[src/rtl/pc_sequencer.sv]
// Program-counter sequencer: fetch increment, jumps, calls/returns, exceptions and halt.
// Optional return-address stack is built only when PC_SEQ_RAS_EN is defined.
module pc_sequencer #(
  parameter int unsigned      WIDTH     = 32,
  parameter logic [WIDTH-1:0] RESET_VEC = '0,
  parameter logic [WIDTH-1:0] EXC_VEC   = WIDTH'(32'h0000_0100),
  parameter int unsigned      INC       = 4,
  parameter logic [4:0]       PH_FETCH  = 5'b00001,
  parameter int unsigned      RAS_DEPTH = 4
) (
  input  logic             clk,
  input  logic             n_rst,
  input  logic [4:0]       phase,
  input  logic             stall,
  input  logic             ct_taken,
  input  logic [WIDTH-1:0] target,
  input  logic             call,
  input  logic             ret,
  input  logic             exc,
  input  logic             hlt,
  output logic [WIDTH-1:0] pc,
  output logic [WIDTH-1:0] epc,
  output logic             ras_empty,
  output logic             ras_full,
  output logic             ras_err
);

  logic [WIDTH-1:0] pc_q, pc_d;
  logic [WIDTH-1:0] epc_q, epc_d;
  logic             is_fetch;

  assign is_fetch = (phase == PH_FETCH);

`ifdef PC_SEQ_RAS_EN
  localparam int unsigned PTR_W = (RAS_DEPTH > 1) ? $clog2(RAS_DEPTH) : 1;
  localparam int unsigned CNT_W = $clog2(RAS_DEPTH + 1);

  // ptr_q is the next write slot; when full it also points at the oldest entry,
  // so a push in that state overwrites the oldest return address.
  logic [WIDTH-1:0] ras_q [RAS_DEPTH];
  logic [WIDTH-1:0] ras_d [RAS_DEPTH];
  logic [PTR_W-1:0] ptr_q, ptr_d, ptr_inc, ptr_dec;
  logic [CNT_W-1:0] cnt_q, cnt_d;
  logic             err_q, err_d;
  logic             push_en;
  logic             full_w, empty_w;

  assign full_w  = (cnt_q == CNT_W'(RAS_DEPTH));
  assign empty_w = (cnt_q == '0);
  assign ptr_inc = (ptr_q == PTR_W'(RAS_DEPTH - 1)) ? '0 : ptr_q + PTR_W'(1);
  assign ptr_dec = (ptr_q == '0) ? PTR_W'(RAS_DEPTH - 1) : ptr_q - PTR_W'(1);
`else
  logic unused_cfg;
  assign unused_cfg = ^{call, ret, RAS_DEPTH[0]};
`endif

  always_comb begin
    pc_d  = pc_q;
    epc_d = epc_q;
`ifdef PC_SEQ_RAS_EN
    ptr_d   = ptr_q;
    cnt_d   = cnt_q;
    err_d   = err_q;
    push_en = 1'b0;
`endif
    if (hlt) begin
      pc_d = RESET_VEC;
`ifdef PC_SEQ_RAS_EN
      ptr_d = '0;
      cnt_d = '0;
      err_d = 1'b0;
`endif
    end else if (exc) begin
      epc_d = pc_q;
      pc_d  = EXC_VEC;
    end else if (stall) begin
      pc_d = pc_q;
    end else if (is_fetch) begin
      pc_d = pc_q + WIDTH'(INC);
    end else if (ct_taken) begin
      pc_d = target;
`ifdef PC_SEQ_RAS_EN
      if (ret) begin
        if (!empty_w) begin
          pc_d  = ras_q[ptr_dec];
          ptr_d = ptr_dec;
          cnt_d = cnt_q - CNT_W'(1);
        end else begin
          err_d = 1'b1;
        end
      end else if (call) begin
        push_en = 1'b1;
        ptr_d   = ptr_inc;
        if (full_w) err_d = 1'b1;
        else        cnt_d = cnt_q + CNT_W'(1);
      end
`endif
    end
  end

`ifdef PC_SEQ_RAS_EN
  always_comb begin
    for (int i = 0; i < int'(RAS_DEPTH); i++) ras_d[i] = ras_q[i];
    if (push_en) ras_d[ptr_q] = pc_q;
  end

  always_ff @(posedge clk or negedge n_rst) begin
    if (!n_rst) begin
      for (int i = 0; i < int'(RAS_DEPTH); i++) ras_q[i] <= '0;
      ptr_q <= '0;
      cnt_q <= '0;
      err_q <= 1'b0;
    end else begin
      for (int i = 0; i < int'(RAS_DEPTH); i++) ras_q[i] <= ras_d[i];
      ptr_q <= ptr_d;
      cnt_q <= cnt_d;
      err_q <= err_d;
    end
  end

  assign ras_empty = empty_w;
  assign ras_full  = full_w;
  assign ras_err   = err_q;
`else
  assign ras_empty = 1'b1;
  assign ras_full  = 1'b0;
  assign ras_err   = 1'b0;
`endif

  always_ff @(posedge clk or negedge n_rst) begin
    if (!n_rst) begin
      pc_q  <= RESET_VEC;
      epc_q <= '0;
    end else begin
      pc_q  <= pc_d;
      epc_q <= epc_d;
    end
  end

  assign pc  = pc_q;
  assign epc = epc_q;

endmodule

[config.mk]
export PLATFORM = sky130hd
export DESIGN_NAME = pc_sequencer
export DESIGN_NICKNAME = d
export VERILOG_FILES = /design/src/rtl/pc_sequencer.sv
export SDC_FILE = /design/constraint.sdc
export NUM_CORES = 1
export LEC_CHECK = 0
export CORE_ASPECT_RATIO = 0.6
export CORE_MARGIN = 3
export CORE_UTILIZATION = 28
export CTS_CLUSTER_DIAMETER = 150
export DETAILED_ROUTE_END_ITERATION = 16
export PLACE_DENSITY = 0.64
export SYNTH_ARGS = -nofsm -noshare
export SYNTH_HDL_FRONTEND = slang
export SYNTH_SLANG_ARGS = --single-unit
export TNS_END_PERCENT = 50
[constraint.sdc]
create_clock -name clk -period 2.5 [get_ports clk]
set_input_delay 0.375 -clock clk [delete_from_list [all_inputs] [get_ports clk]]
set_output_delay 0.375 -clock clk [all_outputs]
set_load 0.01 [all_outputs]
# After elaboration in Yosys (flattened, before gate mapping)
# Index checks and enable logic that the tools add are counted.
# classes
n_addsub,1
eq_ne,2
muxes,5
n_bitwise,1
n_reduce_logical,3
# op_table
op,count
32-bit two-way mux,5
"32-bit by 3-bit adder with 32-bit output, second input constant",1
"5-bit by 1-bit equality test with 1-bit output, second input constant",1
2-bit AND reduction,2
4-bit nonzero test,1
"3-bit by 1-bit != test with 1-bit output, second input constant",1
1-bit NOT,1
# totals
ff_bits,64
inputBits,45

# Longest topological paths before layout
# depth
word_depth,5
depth_mapped,7

# Worst setup path before layout
# Ideal clock, no wire load.
# synth_timing
path_kind,reg2reg
startpoint,register pc_q[2] (netlist: pc[2])
endpoint,register pc_q[20] (netlist: pc[20])
setup_time_ns,0.083
arrival_ns,1.831
required_ns,2.417
setup_slack_ns,0.585
stages_incl_launch_ff,7
n_path_buf,0
path_cell_list,dfrtp_1 > ha_1 > nand3_1 > nor4_1 > nand2_1 > o31a_1 > o21ai_0
# synth_via
elab_chain_len,5
# synth_lines
element,line,text
from (decl),28,"logic [WIDTH-1:0] pc_q, pc_d;"
from (signal assigned),135,pc_q <= pc_d;
32-bit by 3-bit adder with 32-bit output,79,pc_d = pc_q + WIDTH'(INC);
32-bit two-way mux,78,end else if (is_fetch) begin
32-bit two-way mux,76,end else if (stall) begin
32-bit two-way mux,73,end else if (exc) begin
32-bit two-way mux,66,if (hlt) begin
# No other way between the ends. The select of a mux whose other input is x is not followed.
# A chain may end at the register's enable or synchronous reset.

# Worst setup path after layout
# layout_timing
startpoint,input port phase[3]
endpoint,register pc_q[7] (netlist: pc[7])
# layout_via
elab_chain_len,5
elab_cells_between_ends,7
cone_classes,eq/ne: 1; mux: 4; reduce/logical: 2
# layout_lines
element,line,text
from (decl),13,"input logic [4:0] phase,"
5-bit by 1-bit equality test with 1-bit output (*),32,assign is_fetch = (phase == PH_FETCH);
32-bit two-way mux,78,
32-bit two-way mux,76,
32-bit two-way mux,73,
32-bit two-way mux,66,
# Every way passes the cells marked *; elsewhere a longest branch is shown, timed or not. The select of a mux whose other input is x is not followed.

==> impl_metrics.tcl <==
set metrics [dict create \
    post-synth-top-area-cell "dfrtp_1" \
    crit_family "simple AND/OR/NAND/NOR gates" \
    finalClockSkew_ns 0.00645 \
    reg2reg_slack_ns 0.40 \
    final_core_utilization 0.444 \
    cts_tree "yes" \
    antenna_found_initial 0 \
    cp_max_fo 4 \
    synth_xor_xnor_area_share 0.0158 \
    grt_pass1_wl_um 18200 \
    synth_compound_area_frac 0.182 \
    setup_viol 0 \
    dp_hpwl_um 8660 \
    routedWlPerCell_um 18.4 \
    fin_nets 507 \
    syn2layout_area_growth_pct 52.6 \
    synth_seq_cells 64 \
    reg2reg_depth 7 \
    synth_edf_count 0 \
    vias 3263 \
    cp.required_ns 2.68 \
    power_mw 2.83 \
    synth_most_common_cell "dfrtp_1" \
    htreeDepth 3 \
    fin_crit_sh 0.865 \
    vias_per_cell 5.21 \
    status "complete, no violations" \
    slew_headroom 0.542 \
    syn_area_per_cell_sq_um 10.0 \
    drive_gt1_frac 0.187 \
    drt-total-wl_um 11500 \
    startpoint_type "input pin" \
    insertion_delay_ns 0.33 \
    die-area_sq_um 13300 \
    power_density_nw_per_um2 557 \
    synth_top_family_by_area "compound AO/OA/AOI/OAI gates" \
    synthSimpleGateAreaFrac 0.181 \
    antenna_left 0 \
    path_cells "clkdlybuf4s50_1 -> or4b_4 -> buf_4 -> or4_1 -> a21oi_1 -> o22ai_1" \
    cap_viol_max_count 0 \
    synthDominantCellAreaShare 0.481 \
    io_pins 112 \
    ys_seq_area_frac 0.481 \
    synth-adder-area-share 0.00376 \
    cts_buffers 9 \
    synth_ff_type "dfrtp_1" \
    crit_start "phase[3]" \
    cts.repair.resized 0 \
    grt_util_all_layers 0.177 \
    finalMaxSlewViolations 0 \
    gr-total-overflow 0 \
    leakagePower_nw 2.07 \
    cp_slowest_cell "or4b_4" \
    remaining_drc_errors 0 \
    tightestPinTransition_ns 0.682 \
    hold_viol_final 0 \
    slowest_delay_ns 0.56 \
    yosysUniqueCellTypes 57 \
    diodes 0 \
    path_clk_slew_ns 0.05 \
    r2r-end "pc[18]$_DFFE_PN0P_" \
    rows 30 \
    drt_first_iter_violations 309 \
    critPathBufInv 2 \
    grt_max_degree 39 \
    cts_sinks 64 \
    r2r_start "pc[2]$_DFFE_PN0P_" \
    die_h_um 90.5 \
    period_needed_ns 2.16 \
    synth_mux_area_frac 0.0974 \
    synth_async_sr_flop_share 1.00 \
    post_cts_buffers 0 \
    ctsHoldBuffers 0 \
    core_area_sq_um 11400 \
    grt_pass1_vias 3146 \
    port_buffers 106 \
    ir_drop_v 0.000424 \
    syn_area_sq_um 3330 \
    min_path_type "in2async" \
    worst_ep_arrival_time_ns 2.34 \
    synth_area_leaders "dfrtp_1 48%, mux2_2 9.1%, nand2_1 4.4%, o21ai_0 4.1%, a21oi_1 2.3%" \
    cts.path.max_buffers 2 \
    die_w_um 147 \
    cts-root-buf "clkbuf_16" \
    clock.fmax_mhz 463 \
    tns_ns 0 \
    crit_path_end_kind "register" \
    yosysWarningCount 0 \
    syn_inst 332 \
    place_congestion 0.880 \
    ys_top_cells_by_count "64 x dfrtp_1, 39 x nand2_1, 27 x mux2_2, 27 x o21ai_0" \
    critical_path_class "in2reg" \
    firstDrtPassIters 4 \
    rsz0062_at_grt "false" \
    initial_core_util 0.291 \
]
[per-layer routing]
| metal | track usage | vias up | part of all wire |
|---|---|---|---|
| met4 | 0.0454 | 0 | 0.0064 |
| met5 | 0 | - | 0 |
| met2 | 0.246 | 133 | 0.42 |
| met3 | 0.0642 | 7 | 0.085 |
| li1 | - | 1500 | - |
| met1 | 0.257 | 1623 | 0.49 |
[final cells by class]
class,count,area [sq um]
repair buffers,137,1300
inverters,8,30.0
flip-flops and latches,64,1600
fillers,1123,6370
multi-input cells,241,1610
well taps,160,200
clock buffers,14,274
clock inverters,2,60.1
[metrics by stage]
| step | cells | cell area, sq um | hold slack, ns | worst slack [ns] |
|---|---|---|---|---|
| 6_report | 626 | 5080 | 0.0687 | 0.339 |
| 5_1_grt | 626 | 5080 | 0.106 | 0.221 |
| 3_3_place_gp | 610 | 4740 | 0.431 | 0.0499 |
| 4_1_cts | 626 | 5080 | 0.0790 | 0.362 |
| 3_5_place_dp | 610 | 4740 | 0.438 | 0.00624 |
| 2_1_floorplan | 333 | 3330 | 0.0794 | 0.585 |
[state kept, by name, indices dropped and copies added, names as in the netlist]
name and cells:
pc 32, epc 32
[worst max path at each step]
stage | depth (start not counted) | slack (ns) | endpoint
2_1_floorplan | 6 | 0.59 | pc[20]$_DFFE_PN0P_
3_3_place_gp | 6 | 0.05 | pc[7]$_DFFE_PN0P_
3_5_place_dp | 6 | 0.006 | pc[7]$_DFFE_PN0P_
4_1_cts | 6 | 0.36 | pc[7]$_DFFE_PN0P_
5_1_grt | 7 | 0.22 | pc[5]$_DFFE_PN0P_
6_report | 6 | 0.34 | pc[7]$_DFFE_PN0P_
[report_power, final]
group	internal (mW)	switching, mW
logic	0.180	0.146
clock network	0.955	0.446
registers	1.07	0.0322
total	2.21	0.625
[layout by cell type, fill, tap and decap left out, types with 9 or more instances in the layout]
master / Yosys / final
buf_4: 3 / 30
clkbuf_16: 0 / 9
a21oi_1: 15 / 15
dfrtp_1: 64 / 64
clkdlybuf4s50_1: 0 / 105
o21ai_0: 27 / 27
nand2_1: 39 / 39
nor2_1: 11 / 11
nand3_1: 15 / 15
mux2_2: 27 / 27
[cell families (layout without fill, tap and decap cells)]
family                   after synthesis  in the layout
AO/OA/AOI/OAI                         91             91
AND/OR/NAND/NOR                      111            111
other                                  2              3
XOR/XNOR                               6              6
buffers and inverters                 28            161
adder cells (fa/ha/maj)                1              1
flip-flops                            64             64
multiplexers                          29             29
Power figures use the tool's default switching activity.
